## config.mk

```make
export PLATFORM = sky130hd
export DESIGN_NAME = multicycle_controller
export DESIGN_NICKNAME = d
export VERILOG_FILES = /design/src/rtl/multicycle_controller.sv
export SDC_FILE = /design/constraint.sdc
export NUM_CORES = 1
export LEC_CHECK = 0
export BUFFER_PORTS_ARGS = -buffer_cell sky130_fd_sc_hd__buf_4
export CORE_MARGIN = 2
export CORE_UTILIZATION = 41
export CTS_CLUSTER_DIAMETER = 150
export CTS_CLUSTER_SIZE = 20
export DETAILED_ROUTE_END_ITERATION = 6
export MAX_ROUTING_LAYER = met4
export PLACE_DENSITY = 0.74
export SLEW_MARGIN = 20
export SYNTH_ARGS = -nofsm -noshare
export SYNTH_HDL_FRONTEND = slang
export SYNTH_SLANG_ARGS = --single-unit
```

## constraint.sdc

```tcl
create_clock -name clk -period 1.6 [get_ports clk]
set_clock_uncertainty 0.2 [all_clocks]
set_input_delay 0.08 -clock clk [delete_from_list [all_inputs] [get_ports clk]]
set_output_delay 0.08 -clock clk [all_outputs]
set_load 0.01 [all_outputs]
```

## src/rtl/multicycle_controller.sv

```systemverilog
// rtl/multicycle_controller.sv - Moore control FSM for the 16-bit multicycle accumulator datapath.
// Optional MC_ILLEGAL_TRAP_EN: illegal instructions park the FSM in HALT instead of retiring as NOP.
module multicycle_controller #(
    parameter int STATE_W = 4
) (
    input  logic               clk,
    input  logic               reset,
    input  logic [3:0]         Op,
    input  logic [8:0]         Func,
    input  logic               Zero,
    output logic               AdrSrc,
    output logic               MemWrite,
    output logic               IRWrite,
    output logic               RegWrite,
    output logic               A3Src,
    output logic               PCWrite,
    output logic               OldPCWrite,
    output logic               MDRWrite,
    output logic               ResultSrc,
    output logic               AWrite,
    output logic               BWrite,
    output logic [1:0]         ALUSrcA,
    output logic [1:0]         ALUSrcB,
    output logic [1:0]         ImmSrc,
    output logic [1:0]         PCSrc,
    output logic [2:0]         ALUControl,
    output logic               instr_done,
    output logic               halted,
    output logic [STATE_W-1:0] state_dbg
);
    typedef enum logic [3:0] {
        S_FETCH, S_DECODE, S_MEMRD, S_LDWB, S_MEMWR, S_JMP, S_BRZ,
        S_CEXEC, S_CWB, S_IEXEC, S_IWB
`ifdef MC_ILLEGAL_TRAP_EN
        , S_HALT
`endif
    } state_t;

    localparam logic [2:0] ALU_ADD = 3'b000;
    localparam logic [2:0] ALU_IN1 = 3'b101;

    state_t     state, state_next;
    logic       c_legal, c_nop;
    logic [2:0] c_alu;

    assign state_dbg = STATE_W'(state);

    // C-type sub-op decode; Func must be exactly one of the listed one-hot codes.
    always_comb begin
        c_legal = 1'b1;
        c_nop   = 1'b0;
        c_alu   = ALU_ADD;
        case (Func)
            9'h001:  c_alu = 3'b101;
            9'h002:  c_alu = 3'b110;
            9'h004:  c_alu = 3'b000;
            9'h008:  c_alu = 3'b001;
            9'h010:  c_alu = 3'b010;
            9'h020:  c_alu = 3'b011;
            9'h040:  c_alu = 3'b100;
            9'h080:  c_nop = 1'b1;
            default: c_legal = 1'b0;
        endcase
    end

    always_ff @(posedge clk) begin
        if (reset) state <= S_FETCH;
        else       state <= state_next;
    end

    always_comb begin
        logic illegal;
        illegal    = 1'b0;
        state_next = state;
        AdrSrc     = 1'b0;
        MemWrite   = 1'b0;
        IRWrite    = 1'b0;
        RegWrite   = 1'b0;
        A3Src      = 1'b0;
        PCWrite    = 1'b0;
        OldPCWrite = 1'b0;
        MDRWrite   = 1'b0;
        ResultSrc  = 1'b0;
        AWrite     = 1'b0;
        BWrite     = 1'b0;
        ALUSrcA    = 2'b00;
        ALUSrcB    = 2'b00;
        ImmSrc     = 2'b00;
        PCSrc      = 2'b00;
        ALUControl = ALU_ADD;
        instr_done = 1'b0;
        halted     = 1'b0;
        case (state)
            S_FETCH: begin
                IRWrite    = 1'b1;
                OldPCWrite = 1'b1;
                PCWrite    = 1'b1;
                ALUSrcB    = 2'b01;
                state_next = S_DECODE;
            end
            S_DECODE: begin
                AWrite = 1'b1;
                BWrite = 1'b1;
                case (Op)
                    4'b0000: state_next = S_MEMRD;
                    4'b0001: state_next = S_MEMWR;
                    4'b0010: state_next = S_JMP;
                    4'b0100: state_next = S_BRZ;
                    4'b1000: begin
                        if (c_nop) begin
                            state_next = S_FETCH;
                            instr_done = 1'b1;
                        end else if (c_legal) begin
                            state_next = S_CEXEC;
                        end else begin
                            illegal = 1'b1;
                        end
                    end
                    4'b1100, 4'b1101, 4'b1110, 4'b1111: state_next = S_IEXEC;
                    default: illegal = 1'b1;
                endcase
                if (illegal) begin
`ifdef MC_ILLEGAL_TRAP_EN
                    state_next = S_HALT;
`else
                    state_next = S_FETCH;
                    instr_done = 1'b1;
`endif
                end
            end
            S_MEMRD: begin
                AdrSrc     = 1'b1;
                MDRWrite   = 1'b1;
                state_next = S_LDWB;
            end
            S_LDWB: begin
                ResultSrc  = 1'b1;
                RegWrite   = 1'b1;
                instr_done = 1'b1;
                state_next = S_FETCH;
            end
            S_MEMWR: begin
                AdrSrc     = 1'b1;
                MemWrite   = 1'b1;
                instr_done = 1'b1;
                state_next = S_FETCH;
            end
            S_JMP: begin
                PCSrc      = 2'b01;
                PCWrite    = 1'b1;
                instr_done = 1'b1;
                state_next = S_FETCH;
            end
            S_BRZ: begin
                ALUSrcA    = 2'b10;
                ALUControl = ALU_IN1;
                PCSrc      = 2'b10;
                PCWrite    = Zero;
                instr_done = 1'b1;
                state_next = S_FETCH;
            end
            S_CEXEC: begin
                ALUSrcA    = 2'b10;
                ALUControl = c_alu;
                state_next = S_CWB;
            end
            S_CWB: begin
                RegWrite   = 1'b1;
                A3Src      = Func[0];
                ALUControl = c_alu;
                instr_done = 1'b1;
                state_next = S_FETCH;
            end
            S_IEXEC: begin
                ALUSrcA    = 2'b10;
                ALUSrcB    = 2'b10;
                ALUControl = {1'b0, Op[1:0]};
                state_next = S_IWB;
            end
            S_IWB: begin
                RegWrite   = 1'b1;
                instr_done = 1'b1;
                state_next = S_FETCH;
            end
`ifdef MC_ILLEGAL_TRAP_EN
            S_HALT: begin
                halted     = 1'b1;
                state_next = S_HALT;
            end
`endif
            default: state_next = S_FETCH;
        endcase
        // Reset abandons the current instruction without letting its write land.
        if (reset) begin
            MemWrite   = 1'b0;
            IRWrite    = 1'b0;
            RegWrite   = 1'b0;
            PCWrite    = 1'b0;
            OldPCWrite = 1'b0;
            MDRWrite   = 1'b0;
            AWrite     = 1'b0;
            BWrite     = 1'b0;
        end
    end
endmodule

```

==> results of run 1 <==
==> layout make-up <==
cell class                 instances  area [µm²]  area share
clock buffer                       4       26.28     0.01412
inverter                           3       11.26    0.006052
multi-input combinational        109       934.6      0.5024
sequential                         4       95.09     0.05111
tap                               27       33.78     0.01816
timing repair buffer              84       759.5      0.4082
==> Yosys cell counts, types with 2 or more instances <==
| cell | n |
|---|---|
| sky130_fd_sc_hd__xor2_1 | 5 |
| sky130_fd_sc_hd__buf_4 | 6 |
| sky130_fd_sc_hd__a21o_1 | 2 |
| sky130_fd_sc_hd__buf_2 | 2 |
| sky130_fd_sc_hd__o21ai_0 | 10 |
| sky130_fd_sc_hd__nand3b_1 | 2 |
| sky130_fd_sc_hd__nand2b_1 | 3 |
| sky130_fd_sc_hd__dfxtp_1 | 4 |
| sky130_fd_sc_hd__or2_2 | 2 |
| sky130_fd_sc_hd__nor3b_1 | 3 |
| sky130_fd_sc_hd__o31ai_1 | 3 |
| sky130_fd_sc_hd__inv_1 | 3 |
| sky130_fd_sc_hd__and3_1 | 3 |
| sky130_fd_sc_hd__buf_1 | 2 |
| sky130_fd_sc_hd__nor3_1 | 6 |
| sky130_fd_sc_hd__clkbuf_1 | 6 |
| sky130_fd_sc_hd__a21oi_1 | 4 |
| sky130_fd_sc_hd__a221oi_1 | 2 |
| sky130_fd_sc_hd__o21a_1 | 2 |
| sky130_fd_sc_hd__nor4b_1 | 2 |
| sky130_fd_sc_hd__nor2_1 | 17 |
| sky130_fd_sc_hd__nand2_1 | 12 |
| sky130_fd_sc_hd__nor4_1 | 4 |
| sky130_fd_sc_hd__nor2b_1 | 3 |
| sky130_fd_sc_hd__nand4_1 | 3 |
==> power by group through the flow <==
stage	logic (W)	registers (W)	clock network, W
5_1_grt	0.000589	0.000122	0.000166
3_3_place_gp	0.000360	0.000116	0
4_1_cts	0.000445	0.000117	0.000143
2_1_floorplan	0.000204	0.000122	0
6_report	0.000566	0.000122	0.000154
3_5_place_dp	0.000368	0.000117	0
==> metrics by stage <==
stage,worst slack (ps),instances,hold WS [ps]
2_1_floorplan,-66.19,133,-53.70
3_3_place_gp,-164.1,208,230.1
3_5_place_dp,-255.4,208,238.4
4_1_cts,-99.47,225,4.687
5_1_grt,-219.8,231,41.12
6_report,-240.9,231,37.34
==> tightest hold or removal path, delay by kind of cell <==
family	cells	cell delay (ps)
buf+inv	2	280
simple gates	1	80
==> repair_timing <==
action / in CTS / in global routing
setup buffers: 11 / 7
endpoints found under the hold margin: 1 / 0
pin swaps: 8 / 14
resized for setup: 28 / 46
hold buffers: 1 / 0
endpoints found under the setup margin: 15 / 18
cloned: 1 / 1
==> cell families (layout without fill, tap and decap cells) <==
logic type,Yosys count,in the layout,share of synthesized area
simple gates,65,65,0.4026
compound gates,34,34,0.3160
xor+xnor,6,6,0.06061
buf+inv,20,91,0.1241
other cells,1,4,0.004325
flops,4,4,0.09236
==> worst paths after layout <==
path | end | start | cells after the start | slack (ps)
worst min register to register | state_dbg[3] | state_dbg[1] | 3 | 490
worst min-delay path | state_dbg[3] | reset | 3 | 40
worst max register to register | state_dbg[2] | state_dbg[0] | 6 | -170
worst max-delay path | instr_done | Func[7] | 7 | -240
==> metal layers <==
layer | global-route usage | part of all wire
met5 | - | 0
met4 | 0.2176 | 0.074
met3 | 0.03939 | 0.086
met2 | 0.5263 | 0.48
met1 | 0.3577 | 0.36
==> impl_metrics.toml, run 1 <==
[run_status]
run_status = "finished with violations"
violated_checks = "setup timing"

[synth]
synthFlopType = "sky130_fd_sc_hd__dfxtp_1"
ys_types = 44
syn_avg_cell_area_um2 = 6.670
area_share_of_the_largest_cell_type_after_synthesis = 0.09235
netlist_area_um2 = 867.1
synth_cells = 130
synth_top_area_cell = "sky130_fd_sc_hd__dfxtp_1"
async_flop_share = 0
synth.ff_latch_count = 4
synth.area.top_cells = "sky130_fd_sc_hd__dfxtp_1, sky130_fd_sc_hd__nor2_1, sky130_fd_sc_hd__o21ai_0"
synth_edf_count = 0
synthesis.yosys.warnings = 0
seq_area_frac_synth = 0.09235

[clock_network]
path_clk_slew_ps = 50
max-clock-path-buffers = 2
cts_tree = "done"
cts_made_buffers = 3
cts_max_level = 1
clock_insertion_delay_worst_skew_ps = 250
cts_num_sinks = 4
root_buffer_selected_by_cts = "sky130_fd_sc_hd__clkbuf_4"

[worst_setup_path]
worst_path_dominant_cell_family = "compound AO/OA/AOI/OAI gates"
worst-setup-path-type = "input port to primary output"
worstPathRequired_ps = 1320
crit_chain = "buf_8 -> nor4_4 -> nand3b_1 -> o221ai_2 -> o41ai_4 -> a41o_1 -> buf_6"
worst_setup_path_end_kind = "primary output"
startpoint_type = "input port"
crit_buf_inv = 2
slowest_stage = "sky130_fd_sc_hd__nor4_4"
slowest_delay_ps = 320
critical_path_peak_fanout = 3
critPathArrivalTime_ps = 1560

[sta]
setup-violations-final = 13
period_share = 1.151
final_period_minus_worst_setup_slack_ps = 1841
finalHoldViolCount = 0
grt_setup_unrepaired = "yes"
setup_slack_ps = -240.9
report.final.slew_viol_count = 0
setup_total_negative_slack_ps = -1114
achievable-frequency_mhz = 543.2

[routing]
route.final.wire_length_mm = 5.133
dr.pass1.iters = 4
first_iter_violations = 85
route.detailed.wl_per_inst_um = 22.22
via_per_inst = 6.299
drtAntennaViolNets = 0
num_vias = 1455
route.detailed.drc = 0

[global_routing]
grt-ovfl-total = 0
globalRouteTotalUtil = 0.3200
grt_max_degree = 13
wire_length_of_the_first_global_routing_pass_mm = 5.858
first_global_vias = 1235
initial_antenna_violation_count = 0

[cells_and_area]
final_design_area_no_fill_mm2 = 0.001861
ratio_of_cells_with_drive_above_1_in_the_final_layout = 0.6324
mostFrequentLayoutCell = "sky130_fd_sc_hd__buf_4"
area.growth.synth_to_final_pct = 114.6
diodes_inserted = 0
mostFrequentLayoutCells = "sky130_fd_sc_hd__buf_4, sky130_fd_sc_hd__buf_6, sky130_fd_sc_hd__nor2_1, sky130_fd_sc_hd__nand2_1, sky130_fd_sc_hd__o21ai_0"
layout.nets = 221
largest_reg_flops = 4
postLayoutCoreUtil = 0.9388
fill_cells = 61

[min_path]
holdCritPathClass = "input port to register"

[place]
gp_congestion = 0.8585
dpl-instance-area_mm2 = 0.001353
port_buffers = 39
dp_hpwl_mm = 2.191

[floorplan]
core_region_area_mm2 = 0.001982
die_area_mm2 = 0.002499
placementRows = 16
starting_density_of_the_core = 0.4375
die_height_um = 49.99
die_w_um = 49.99
floorplan.io_pins = 44

[pwr]
power.static_leakage_nw = 0.8046
max-vdd-ir-drop_v = 0.0005084
power_switching_w = 0.0003577
clkPwrFrac = 0.182
netSwitchingFraction = 0.4249
total_power_w = 0.0008419
powerDensity_mw_per_mm2 = 452.5
proportion_of_power_drawn_by_flip_flops_and_latches = 0.145
power_frac_comb = 0.672
internal_power_w = 0.0004842

[flow_run]
max_cap_violations = 0
Power figures use the tool's default switching activity.
==> run 2, diff against run 1 <==
--- a/config.mk
+++ b/config.mk
@@ -7,12 +7,13 @@
 export LEC_CHECK = 0
 export BUFFER_PORTS_ARGS = -buffer_cell sky130_fd_sc_hd__buf_4
 export CORE_MARGIN = 2
-export CORE_UTILIZATION = 41
+export CORE_UTILIZATION = 35
 export CTS_CLUSTER_DIAMETER = 150
 export CTS_CLUSTER_SIZE = 20
 export DETAILED_ROUTE_END_ITERATION = 6
 export MAX_ROUTING_LAYER = met4
-export PLACE_DENSITY = 0.74
+export PLACE_DENSITY = 0.65
+export SKIP_CTS_REPAIR_TIMING = 1
 export SLEW_MARGIN = 20
 export SYNTH_ARGS = -nofsm -noshare
 export SYNTH_HDL_FRONTEND = slang
==> run 2 against run 1 <==
  * The flow still finishes with violations (setup timing)
  * Via count fell by 14%
  * First-iteration DRC count decreased by 71%
  * Final area shrank 11%
  * Sequential share of layout area up 0.47 points
  * Register-to-register slack improved by 130 ps
  * Cell count fell by 1.3%
  * Setup slack improved by 100 ps
  * Die area rose by 16%
  * Worst hold slack got worse by 30 ps
  * Critical endpoint is now ALUControl[2]
==> impl_metrics.toml, run 2 (synthesis gave the netlist of run 1 again) <==
[run_status]
run_status = "finished with violations"
violated_checks = "setup timing"

[pwr]
clkPwrFrac = 0.194
max-vdd-ir-drop_v = 0.0004564
netSwitchingFraction = 0.3898
power_frac_comb = 0.642
proportion_of_power_drawn_by_flip_flops_and_latches = 0.164
power_switching_w = 0.0002853
powerDensity_mw_per_mm2 = 440.8
internal_power_w = 0.0004466
power.static_leakage_nw = 0.7388

[place]
preCtsSetupSlack_ps = -179.1
gp_congestion = 0.8744
cell_count_after_placement = 217
port_buffers = 39
dp_hpwl_mm = 2.340

[clock_network]
clock_insertion_delay_worst_skew_ps = 240
path_clk_slew_ps = 40
root_buffer_selected_by_cts = "sky130_fd_sc_hd__clkbuf_4"
cts_made_buffers = 3
max-clock-path-buffers = 2
cts_num_sinks = 4
cts_tree = "done"
cts_max_level = 1

[cells_and_area]
area.growth.synth_to_final_pct = 91.49
fill_cells = 185
largest_reg_flops = 4
mostFrequentLayoutCell = "sky130_fd_sc_hd__buf_4"
ratio_of_cells_with_drive_above_1_in_the_final_layout = 0.5657
postLayoutCoreUtil = 0.6890
layout.nets = 215
final_cell_count_without_fillers = 228
mostFrequentLayoutCells = "sky130_fd_sc_hd__buf_4, sky130_fd_sc_hd__nor2_1, sky130_fd_sc_hd__nand2_1, sky130_fd_sc_hd__o21ai_0"
diodes_inserted = 0

[worst_setup_path]
critPathArrivalTime_ps = 1460
worst-setup-path-type = "register to primary output"
setup.worst_path.start = "state_dbg[2]"
critical_path_peak_fanout = 11
startpoint_type = "register"
slowest_delay_ps = 350
slowest_stage = "sky130_fd_sc_hd__dfxtp_4"
worst_setup_path_end_kind = "primary output"
timing.critical_path.mode_cell = "sky130_fd_sc_hd__buf_4"
crit_chain = "buf_12 -> nor2_2 -> buf_4 -> nand2_2 -> nor3_2 -> a21o_1 -> buf_4"
worstPathRequired_ps = 1320
r2r-start = "state_dbg[3]"

[floorplan]
die_w_um = 53.78
die_height_um = 53.78
starting_density_of_the_core = 0.3598
die_area_mm2 = 0.002892
placementRows = 18
floorplan.io_pins = 44
core_region_area_mm2 = 0.002410

[routing]
route.detailed.drc = 0
first_iter_violations = 25
route.final.wire_length_mm = 3.416
route.detailed.wl_per_inst_um = 14.98
via_per_inst = 5.513
drtAntennaViolNets = 0
num_vias = 1257
dr.pass1.iters = 4

[min_path]
holdCritPathClass = "input port to register"
timing.hold.worst.start = "Op[3]"

[global_routing]
grt-ovfl-total = 0
globalRouteTotalUtil = 0.2197
initial_antenna_violation_count = 0
wire_length_of_the_first_global_routing_pass_mm = 4.719
grt_max_degree = 16
first_global_vias = 1113

[sta]
setup_total_negative_slack_ps = -678.0
report.final.slew_viol_count = 0
final_period_minus_worst_setup_slack_ps = 1737
setup_slack_ps = -136.9
achievable-frequency_mhz = 575.7
setup-violations-final = 10
grt_setup_unrepaired = "yes"
period_share = 1.086
finalHoldViolCount = 0

[flow_run]
max_cap_violations = 0
[run 2: cell type report]
type / instances / area, µm² / share of cell area
inverters: 3 / 11.26 / 0.006782
well taps: 30 / 37.54 / 0.02261
clock buffers: 4 / 26.28 / 0.01583
repair buffers: 78 / 660.6 / 0.3979
multi-input cells: 109 / 832.0 / 0.5011
flip-flops and latches: 4 / 92.59 / 0.05576
[run 2: critical path, delay by kind of cell, from the launching register on]
kind,cells,cell delay (ps)
AND/OR/NAND/NOR,3,380
buffers and inverters,3,390
AO/OA/AOI/OAI,1,100
flip-flops,1,350
[run 2: power by group through the flow]
stage                     clock network, W  registers [W]  logic (W)
after floorplan                          0       0.000122   0.000204
after global placement                   0       0.000117   0.000369
after detailed placement                 0       0.000117   0.000378
after CTS                         0.000144       0.000115   0.000379
after global routing              0.000153       0.000121   0.000506
final                             0.000142       0.000120   0.000470
[run 2: per-layer routing]
metal  share of wire  global-route usage  vias to the layer above
met5               0                   -                        -
li1                -                   -                      600
met3           0.059             0.04722                        5
met1            0.40              0.2488                      606
met4           0.013             0.01709                        0
met2            0.53              0.4065                       46
[run 2: path summary, 6_finish.rpt]
| path | endpoint | slack [ps] | cells past startpoint |
|---|---|---|---|
| setup reg to reg | state_dbg[2] | -40 | 5 |
| setup / recovery | ALUControl[2] | -140 | 7 |
| hold / removal | state_dbg[2] | 7 | 3 |
| hold reg to reg | state_dbg[0] | 490 | 4 |
[run 2: through the flow]
step                cell area (µm²)  hold WS [ps]   power, W
CTS                            1428        -112.1  0.0006393
detailed placement             1401         136.7  0.0004951
floorplan                     914.6        -53.70  0.0003257
global route                   1660         29.55  0.0007797
finish                         1660         7.459  0.0007318
global placement               1401         132.1  0.0004855
